===== config.mk =====
export PLATFORM = sky130hd
export DESIGN_NAME = riscv_tag_exception_unit_flat
export DESIGN_NICKNAME = d
export VERILOG_FILES = /design/src/rtl/riscv_tag_exception_unit_pkg.sv /design/src/rtl/riscv_tag_exception_unit_if.sv /design/src/rtl/riscv_tag_exc_log_fifo.sv /design/src/rtl/riscv_tag_exception_unit.sv /design/src/flat_wrapper.sv
export SDC_FILE = /design/constraint.sdc
export NUM_CORES = 1
export LEC_CHECK = 0
export BUFFER_PORTS_ARGS = -buffer_cell sky130_fd_sc_hd__buf_2
export CAP_MARGIN = 20
export CORE_MARGIN = 3
export CORE_UTILIZATION = 50
export CTS_CLUSTER_SIZE = 28
export DETAILED_ROUTE_END_ITERATION = 10
export PLACE_DENSITY_LB_ADDON = 0.1
export SETUP_SLACK_MARGIN = 0.2
export SLEW_MARGIN = 20
export SYNTH_ARGS = -nofsm -noshare
export SYNTH_HDL_FRONTEND = slang
export SYNTH_SLANG_ARGS = --single-unit

===== constraint.sdc =====
create_clock -name clk -period 4.35 [get_ports clk]
set_clock_uncertainty 0.2 [all_clocks]
set_input_delay 0.435 -clock clk [delete_from_list [all_inputs] [get_ports clk]]
set_output_delay 0.435 -clock clk [all_outputs]
set_load 0.02 [all_outputs]

===== src/rtl/riscv_tag_exception_unit_pkg.sv =====
// Shared constants and types for the DIFT tag-check exception unit.
package riscv_tag_exception_unit_pkg;

  localparam int         TCR_TRAP_EN        = 0;
  localparam logic [4:0] TAG_EXC_CAUSE_BASE = 5'd24;
  localparam int         CAUSE_W            = 5;
  localparam int         LOG_W              = 37;

  typedef enum logic [1:0] {
    IDLE    = 2'd0,
    REQ     = 2'd1,
    HANDLER = 2'd2
  } tag_exc_state_e;

  function automatic logic [CAUSE_W-1:0] tag_exc_cause(input logic [CAUSE_W-1:0] idx);
    return TAG_EXC_CAUSE_BASE + idx;
  endfunction

endpackage


===== src/rtl/riscv_tag_exception_unit_if.sv =====
// Trap handshake to the controller plus the CSR-side violation log view.
interface riscv_tag_exception_unit_if;
  import riscv_tag_exception_unit_pkg::*;

  logic               tag_exc_req_o;
  logic               tag_exc_ack_i;
  logic               tag_exc_done_i;
  logic [CAUSE_W-1:0] tag_exc_cause_o;
  logic [31:0]        tag_exc_pc_o;
  logic [31:0]        tag_exc_addr_o;
  logic               log_pop_i;
  logic [LOG_W-1:0]   log_data_o;
  logic               log_empty_o;
  logic               log_full_o;
  logic               log_ovf_o;
  logic [7:0]         missed_cnt_o;

  modport master (
    output tag_exc_req_o, tag_exc_cause_o, tag_exc_pc_o, tag_exc_addr_o,
    output log_data_o, log_empty_o, log_full_o, log_ovf_o, missed_cnt_o,
    input  tag_exc_ack_i, tag_exc_done_i, log_pop_i
  );

  modport slave (
    input  tag_exc_req_o, tag_exc_cause_o, tag_exc_pc_o, tag_exc_addr_o,
    input  log_data_o, log_empty_o, log_full_o, log_ovf_o, missed_cnt_o,
    output tag_exc_ack_i, tag_exc_done_i, log_pop_i
  );

endinterface


===== src/rtl/riscv_tag_exc_log_fifo.sv =====
// Synchronous FIFO with simultaneous push/pop; a push into a full FIFO with no pop is dropped.
module riscv_tag_exc_log_fifo #(
  parameter int DEPTH = 4,
  parameter int WIDTH = 37
) (
  input  logic             clk,
  input  logic             rst,
  input  logic             push,
  input  logic             pop,
  input  logic [WIDTH-1:0] wdata,
  output logic [WIDTH-1:0] rdata,
  output logic             empty,
  output logic             full,
  output logic             drop
);

  localparam int AW = $clog2(DEPTH);

  logic [WIDTH-1:0] mem [DEPTH];
  logic [AW:0]      wr_ptr;
  logic [AW:0]      rd_ptr;
  logic             do_pop;
  logic             do_push;

  // Extra pointer MSB tells a wrapped (full) FIFO apart from an empty one.
  assign empty   = (wr_ptr == rd_ptr);
  assign full    = (wr_ptr[AW] != rd_ptr[AW]) && (wr_ptr[AW-1:0] == rd_ptr[AW-1:0]);
  assign do_pop  = pop & ~empty;
  assign do_push = push & (~full | do_pop);
  assign drop    = push & full & ~do_pop;
  assign rdata   = empty ? {WIDTH{1'b0}} : mem[rd_ptr[AW-1:0]];

  always_ff @(posedge clk) begin
    if (rst) begin
      wr_ptr <= {(AW+1){1'b0}};
      rd_ptr <= {(AW+1){1'b0}};
    end else begin
      if (do_push) wr_ptr <= wr_ptr + {{AW{1'b0}}, 1'b1};
      if (do_pop)  rd_ptr <= rd_ptr + {{AW{1'b0}}, 1'b1};
    end
  end

  always_ff @(posedge clk) begin
    if (do_push) mem[wr_ptr[AW-1:0]] <= wdata;
  end

endmodule


===== src/rtl/riscv_tag_exception_unit.sv =====
// Arbitrates DIFT check-unit exceptions, runs the trap handshake with the controller,
// and logs accepted violations for software to drain.
module riscv_tag_exception_unit
  import riscv_tag_exception_unit_pkg::*;
#(
  parameter int NUM_SRC   = 4,
  parameter int LOG_DEPTH = 4
) (
  input  logic                       clk,
  input  logic                       rst,
  input  logic [NUM_SRC-1:0]         exc_src_i,
  input  logic                       exc_valid_i,
  input  logic [31:0]                exc_pc_i,
  input  logic [31:0]                exc_addr_i,
  input  logic [31:0]                tcr_i,
  riscv_tag_exception_unit_if.master bus
);

  localparam int IDX_W = (NUM_SRC > 1) ? $clog2(NUM_SRC) : 1;

  tag_exc_state_e     state;
  tag_exc_state_e     state_next;
  logic [IDX_W-1:0]   win_idx;
  logic               hit;
  logic               accept;
  logic               missed;
  logic               fifo_drop;
  logic               req;
  logic [CAUSE_W-1:0] cause;
  logic [CAUSE_W-1:0] cause_new;
  logic [31:0]        pc;
  logic [31:0]        addr;
  logic [7:0]         missed_cnt;
  logic               ovf;
  logic               tcr_unused;

  assign hit        = exc_valid_i & (|exc_src_i);
  assign accept     = hit & (state == IDLE);
  assign missed     = hit & (state != IDLE);
  assign cause_new  = tag_exc_cause(CAUSE_W'(win_idx));
  assign tcr_unused = ^tcr_i;

  // Scanning from the top down leaves the lowest set index (highest priority) as winner.
  always_comb begin
    win_idx = {IDX_W{1'b0}};
    for (int i = NUM_SRC - 1; i >= 0; i--) begin
      if (exc_src_i[i]) win_idx = IDX_W'(i);
      else              win_idx = win_idx;
    end
  end

  always_comb begin
    state_next = state;
    case (state)
      IDLE: begin
        if (hit && tcr_i[TCR_TRAP_EN]) state_next = REQ;
        else                           state_next = IDLE;
      end
      REQ: begin
        if (bus.tag_exc_ack_i) state_next = HANDLER;
        else                   state_next = REQ;
      end
      HANDLER: begin
        if (bus.tag_exc_done_i) state_next = IDLE;
        else                    state_next = HANDLER;
      end
      default: state_next = IDLE;
    endcase
  end

  // req is registered from the next state so it rises one cycle after the hit.
  always_ff @(posedge clk) begin
    if (rst) begin
      state      <= IDLE;
      req        <= 1'b0;
      cause      <= {CAUSE_W{1'b0}};
      pc         <= 32'h0000_0000;
      addr       <= 32'h0000_0000;
      missed_cnt <= 8'd0;
      ovf        <= 1'b0;
    end else begin
      state <= state_next;
      req   <= (state_next == REQ);
      if (accept) begin
        cause <= cause_new;
        pc    <= exc_pc_i;
        addr  <= exc_addr_i;
      end
      if (missed && (missed_cnt != 8'hFF)) missed_cnt <= missed_cnt + 8'd1;
      if (fifo_drop) ovf <= 1'b1;
    end
  end

  riscv_tag_exc_log_fifo #(
    .DEPTH (LOG_DEPTH),
    .WIDTH (LOG_W)
  ) u_log (
    .clk   (clk),
    .rst   (rst),
    .push  (accept),
    .pop   (bus.log_pop_i),
    .wdata ({cause_new, exc_pc_i}),
    .rdata (bus.log_data_o),
    .empty (bus.log_empty_o),
    .full  (bus.log_full_o),
    .drop  (fifo_drop)
  );

  assign bus.tag_exc_req_o   = req;
  assign bus.tag_exc_cause_o = cause;
  assign bus.tag_exc_pc_o    = pc;
  assign bus.tag_exc_addr_o  = addr;
  assign bus.log_ovf_o       = ovf;
  assign bus.missed_cnt_o    = missed_cnt;

endmodule

===== src/flat_wrapper.sv =====
// flat-port wrapper written by rule: the top's interface ports become plain ports
module riscv_tag_exception_unit_flat import riscv_tag_exception_unit_pkg::*;
#(
  parameter int NUM_SRC   = 4,
  parameter int LOG_DEPTH = 4
)
  (clk, rst, exc_src_i, exc_valid_i, exc_pc_i, exc_addr_i, tcr_i, bus_tag_exc_req_o, bus_tag_exc_cause_o, bus_tag_exc_pc_o, bus_tag_exc_addr_o, bus_log_data_o, bus_log_empty_o, bus_log_full_o, bus_log_ovf_o, bus_missed_cnt_o, bus_tag_exc_ack_i, bus_tag_exc_done_i, bus_log_pop_i);
  riscv_tag_exception_unit_if bus_i ();
  input  logic clk;
  input  logic rst;
  input  logic [NUM_SRC-1:0] exc_src_i;
  input  logic exc_valid_i;
  input  logic [31:0] exc_pc_i;
  input  logic [31:0] exc_addr_i;
  input  logic [31:0] tcr_i;
  output wire logic [$bits(bus_i.tag_exc_req_o)-1:0] bus_tag_exc_req_o;
  output wire logic [$bits(bus_i.tag_exc_cause_o)-1:0] bus_tag_exc_cause_o;
  output wire logic [$bits(bus_i.tag_exc_pc_o)-1:0] bus_tag_exc_pc_o;
  output wire logic [$bits(bus_i.tag_exc_addr_o)-1:0] bus_tag_exc_addr_o;
  output wire logic [$bits(bus_i.log_data_o)-1:0] bus_log_data_o;
  output wire logic [$bits(bus_i.log_empty_o)-1:0] bus_log_empty_o;
  output wire logic [$bits(bus_i.log_full_o)-1:0] bus_log_full_o;
  output wire logic [$bits(bus_i.log_ovf_o)-1:0] bus_log_ovf_o;
  output wire logic [$bits(bus_i.missed_cnt_o)-1:0] bus_missed_cnt_o;
  input wire logic [$bits(bus_i.tag_exc_ack_i)-1:0] bus_tag_exc_ack_i;
  input wire logic [$bits(bus_i.tag_exc_done_i)-1:0] bus_tag_exc_done_i;
  input wire logic [$bits(bus_i.log_pop_i)-1:0] bus_log_pop_i;
  assign bus_tag_exc_req_o = bus_i.tag_exc_req_o;
  assign bus_tag_exc_cause_o = bus_i.tag_exc_cause_o;
  assign bus_tag_exc_pc_o = bus_i.tag_exc_pc_o;
  assign bus_tag_exc_addr_o = bus_i.tag_exc_addr_o;
  assign bus_log_data_o = bus_i.log_data_o;
  assign bus_log_empty_o = bus_i.log_empty_o;
  assign bus_log_full_o = bus_i.log_full_o;
  assign bus_log_ovf_o = bus_i.log_ovf_o;
  assign bus_missed_cnt_o = bus_i.missed_cnt_o;
  assign bus_i.tag_exc_ack_i = bus_tag_exc_ack_i;
  assign bus_i.tag_exc_done_i = bus_tag_exc_done_i;
  assign bus_i.log_pop_i = bus_log_pop_i;
  riscv_tag_exception_unit #(.NUM_SRC(NUM_SRC), .LOG_DEPTH(LOG_DEPTH)) u_core (.clk(clk), .rst(rst), .exc_src_i(exc_src_i), .exc_valid_i(exc_valid_i), .exc_pc_i(exc_pc_i), .exc_addr_i(exc_addr_i), .tcr_i(tcr_i), .bus(bus_i));
endmodule

After elaboration in Yosys (flattened, before gate mapping)
Memories as Yosys holds them, arrays and structs flattened. A register that Yosys moved wholly into a read port is not among the register bits.
Cells that the tools add are included.
Storage, ports and cells
  memories: 1
  register bits after elaboration: 87
  RAM bits: 148
Cells by class
  mux-type cells: 13
  add/sub/neg operators: 4
  reduce and logical (&&, ||, !) cells: 6
  eq/ne operators: 7
  bitwise gates (word level): 11
Memory list
  u_core.u_log.mem: words 4, bits a word 37, read ports 1, clocked after memory_dff 1, wr ports 1, RTL line riscv_tag_exc_log_fifo.sv:19  | logic [WIDTH-1:0] mem [DEPTH];
Operators with widths (number)
  $mux 37: 1
  $mux 2: 8
  $add 8x1->8 const B: 1
  $ne 8x8->1 const B: 1
  $and 1x1->1: 7
  $add 3x1->3 const B: 2
  $pmux 2 s3: 1
  $add 4x3->5 const A: 1
  $eq 2x1->1 const B: 2
  $reduce_or 4->1: 1
  $eq 3x3->1: 1
  $logic_and 1x1->1: 3
  $mux 1: 3
  $not 1->1: 3
  $eq 2x2->1: 1
  $eq 2x2->1 const B: 1
  $logic_not 2->1: 1
  $reduce_bool 2->1: 1
  $ne 1x1->1: 1
  $or 1x1->1: 1

Longest topological paths before layout
  depth in word-level cells: 7
  depth in mapped cells: 7

Cells and area by module
A second synthesis with hierarchy kept.
Unflattened totals
  cells, all modules: 649
  area, all modules: 8931.1 um^2
By module, submodules not included
  riscv_tag_exc_log_fifo: area an instance 6074.6 um^2, instances 1, cells each 290
  riscv_tag_exception_unit: area an instance 2856.5 um^2, instances 1, cells each 359

Worst setup path before layout
No wires, ideal clock.
  path kind: input to register
  start: input exc_src_i[1]
  end: register u_core.u_log.wr_ptr[2]
  arrival: 2.833 ns
  setup slack: 1.197 ns
  stages: 5
  library setup time: 0.121 ns
  cell sequence: o41ai_4 or3_1 buf_2 nor3b_2 mux2_2
Between the ends
  longest elaborated chain between the ends: 4
Ends and longest elaborated chain
  start, declared: RTL line flat_wrapper.sv:11  | input logic [NUM_SRC-1:0] exc_src_i;
  $reduce_or 4->1: RTL line riscv_tag_exception_unit.sv:37  | assign hit = exc_valid_i & (|exc_src_i);
  $and 1x1->1: RTL line riscv_tag_exception_unit.sv:37
  $and 1x1->1: RTL line riscv_tag_exception_unit.sv:38  | assign accept = hit & (state == IDLE);
  $and 1x1->1: RTL line riscv_tag_exc_log_fifo.sv:29  | assign do_push = push & (~full | do_pop);
  end signal, assigned: RTL line riscv_tag_exc_log_fifo.sv:35  | wr_ptr <= {(AW+1){1'b0}};
  end signal, assigned: RTL line riscv_tag_exc_log_fifo.sv:38  | if (do_push) wr_ptr <= wr_ptr + {{AW{1'b0}}, 1'b1};
  end, declared: RTL line riscv_tag_exc_log_fifo.sv:20  | logic [AW:0] wr_ptr;
No other way between the ends.
A chain may end at the register's enable or synchronous reset.

Final worst setup path
  start: register u_core.u_log.wr_ptr[1]
  end: output bus_log_data_o[0]
Between the ends
  longest elaborated chain between the ends: 2
Ends and longest elaborated chain
  $eq 3x3->1: RTL line riscv_tag_exc_log_fifo.sv:26  | assign empty = (wr_ptr == rd_ptr);
  $mux 37: RTL line riscv_tag_exc_log_fifo.sv:31  | assign rdata = empty ? {WIDTH{1'b0}} : mem[rd_ptr[AW-1:0]];
  end, declared: RTL line flat_wrapper.sv:20  | output wire logic [$bits(bus_i.log_data_o)-1:0] bus_log_data_o;
No other way between the ends.

==> impl_metrics.env <==
export IMPL_cp_start_kind="register"
export IMPL_start_util=0.522
export IMPL_final_common_cell="buf_2"
export IMPL_ctsRootBufferMaster="clkbuf_16"
export IMPL_design_core_area_um2=16200
export IMPL_nNetsFinal=987
export IMPL_clock_latency_ps=500
export IMPL_final_area_um2=10900
export IMPL_io_pins=224
export IMPL_syn_avg_cell_area_um2=13.5
export IMPL_cts_tree="yes"
export IMPL_grt_max_degree=58
export IMPL_synthArstFlopShare=0
export IMPL_synthToLayoutAreaGrowth_pct=29.0
export IMPL_seq_area_frac_synth=0.687
export IMPL_fmax_mhz=313
export IMPL_drtAntennaViolNets=0
export IMPL_numPlacedInstances=1002
export IMPL_final_util=0.674
export IMPL_critical_path_arrival_ps=2560
export IMPL_critPathKind="reg2out"
export IMPL_timing_final_ws_setup_ps=1150
export IMPL_cts_resized=0
export IMPL_cp_slowest_cell="nor3_2"
export IMPL_setup_viol_count_final=0
export IMPL_cts_made_buffers=23
export IMPL_grt_pass1_wl_um=29600
export IMPL_path_delay_family="simple AND/OR/NAND/NOR gates"
export IMPL_drv_slew=0
export IMPL_dr_total_vias=5773
export IMPL_gp_congestion=0.759
export IMPL_post_dp_cell_area_um2=9590
export IMPL_post_place_ws_ps=1030
export IMPL_dp_hpwl_um=11300
export IMPL_cts_path_max_buffers=3
export IMPL_maxCapViolations=0
export IMPL_clock_sinks=223
export IMPL_drt_first_pass_iters=4
export IMPL_grt_pass1_vias=5887
export IMPL_finalHoldViolCount=0
export IMPL_drt_wirelength_per_cell_um=16.9
export IMPL_fin_crit_ps=3200
export IMPL_leakage_nw=4.32
export IMPL_whs_ps=20.5
export IMPL_synth_edff_count=136
export IMPL_outcome="complete, no violations"
export IMPL_final_cell_mix="buf_2 (190), edfxtp_1 (136), nand2_1 (135)"
export IMPL_diodes=0
export IMPL_ys_ff_latch=223
export IMPL_cp_max_fo=25
export IMPL_portBuffers=190
export IMPL_p_total_mw=5.36
export IMPL_grt_usage=0.202
export IMPL_path_clk_slew_ps=60
export IMPL_htree_levels=1
export IMPL_min_path_type="in2reg"
export IMPL_crit_chain="xor2_1 -> nor3_2 -> buf_12 -> and2b_1 -> buf_2"
export IMPL_rsz0062_at_grt="false"
export IMPL_drc_errors=0
export IMPL_yosysUniqueCellTypes=39
export IMPL_die_h_um=136
export IMPL_finalNonFillerCells=1108
export IMPL_die_w_um=136
export IMPL_drive_gt1_frac=0.311
export IMPL_synth_main_ff_cell="edfxtp_1"
export IMPL_power_density_nw_per_um2=490
export IMPL_relSlewSlack=0.335
export IMPL_cp_num_buf_inv=2
export IMPL_fin_setup_tns_ps=0
export IMPL_drtIter0Drc=356
export IMPL_antenna_found_initial=0
export IMPL_wirelength_um=18800
export IMPL_vias_per_cell=5.21
export IMPL_fin_crit_sh=0.735
export IMPL_cts_setup_buffers=0
export IMPL_max_slew_worst_pin_slew_ps=993
export IMPL_ir_drop_v=0.000275
export IMPL_syn_area_um2=8480
export IMPL_netlist_instances=626
export IMPL_dieArea_um2=18600
export IMPL_slowest_delay_ps=820
export IMPL_worstSetupEndpointType="primary output"
export IMPL_yosysWarnings=0
export IMPL_grt_overflow_total=0
export IMPL_core_rowCount=46
export IMPL_cp_data_required_time_ps=3710
[metal layers]
metal | vias up | wire length (um) | track usage
met5 | - | 0 | 0
met2 | 216 | 9250 | 0.357
met4 | 0 | 252 | 0.0409
met1 | 2809 | 7750 | 0.255
li1 | 2726 | - | -
met3 | 22 | 1500 | 0.0477
[cells in the mapped netlist (2+ instances only)]
library cell / number / share of area
edfxtp_1: 136 / 0.48
nand2_1: 135 / 0.060
dfxtp_1: 87 / 0.21
a21oi_1: 73 / 0.043
mux4_2: 34 / 0.090
nor2b_1: 30 / 0.022
clkbuf_1: 21 / 0.0093
nor2_1: 18 / 0.0080
buf_2: 10 / 0.0059
inv_1: 7 / 0.0031
nor3_1: 7 / 0.0041
and2b_1: 6 / 0.0053
ha_1: 6 / 0.0089
xor2_1: 6 / 0.0062
buf_6: 5 / 0.0066
buf_4: 4 / 0.0035
nor4_1: 4 / 0.0030
or3_1: 4 / 0.0030
and2_1: 3 / 0.0022
mux2i_1: 3 / 0.0035
nand2b_1: 3 / 0.0022
nand3_1: 3 / 0.0018
o21ai_0: 3 / 0.0018
and3_1: 2 / 0.0015
mux2_2: 2 / 0.0027
[path summary, 6_finish.rpt]
path	from	endpoint	slack, ps	cells after the start
setup / recovery	u_core.u_log.wr_ptr[1]	bus_log_data_o[0]	1150	5
hold reg to reg	u_core.bus.tag_exc_pc_o[2]	u_core.bus.tag_exc_pc_o[2]	250	2
setup reg to reg	u_core.state[1]	u_core.u_log.mem[2][32]	1380	3
hold / removal	bus_tag_exc_ack_i	u_core.state[1]	20	3
[power by group]
group          internal [mW]  switching, mW
sequential              2.36         0.0889
clock                   1.08          0.768
combinational          0.454          0.612
[state kept, by name (all words and copies together) (netlist names), named ones only]
register                    cells
u_core.bus.tag_exc_pc_o        32
u_core.bus.tag_exc_cause_o      3
u_core.u_log.mem              136
u_core.u_log.wr_ptr             3
u_core.bus.tag_exc_req_o        1
u_core.state                    2
u_core.bus.log_ovf_o            1
u_core.bus.tag_exc_addr_o      32
u_core.u_log.rd_ptr             3
u_core.bus.missed_cnt_o         8
[area by class of cell]
| type | instances | area [um^2] |
|---|---|---|
| clock buffers | 35 | 641 |
| clock inverters | 7 | 67.6 |
| fillers | 1185 | 5290 |
| inverters | 7 | 26.3 |
| multi-input cells | 357 | 2440 |
| flip-flops and latches | 223 | 5830 |
| well taps | 216 | 270 |
| repair buffers | 263 | 1670 |
[repair_timing]
action,in CTS,in global routing
endpoints found under the hold margin,171,0
hold buffers,64,0
setup endpoints to repair,0,0
[kinds of logic after synthesis]
| logic type | share of synthesized area |
|---|---|
| simple gates | 0.118 |
| other cells | 0.000442 |
| flops | 0.687 |
| compound gates | 0.0536 |
| buf+inv | 0.0285 |
| fa+ha+maj | 0.00885 |
| mux | 0.0965 |
| xor+xnor | 0.00723 |
[worst reg2reg max path, cell delays in order (launching register included)]
cell and delay (ps):
dfxtp_1 360, or3_2 760, nor2_1 380, and2_2 860
Power figures use the tool's default switching activity.
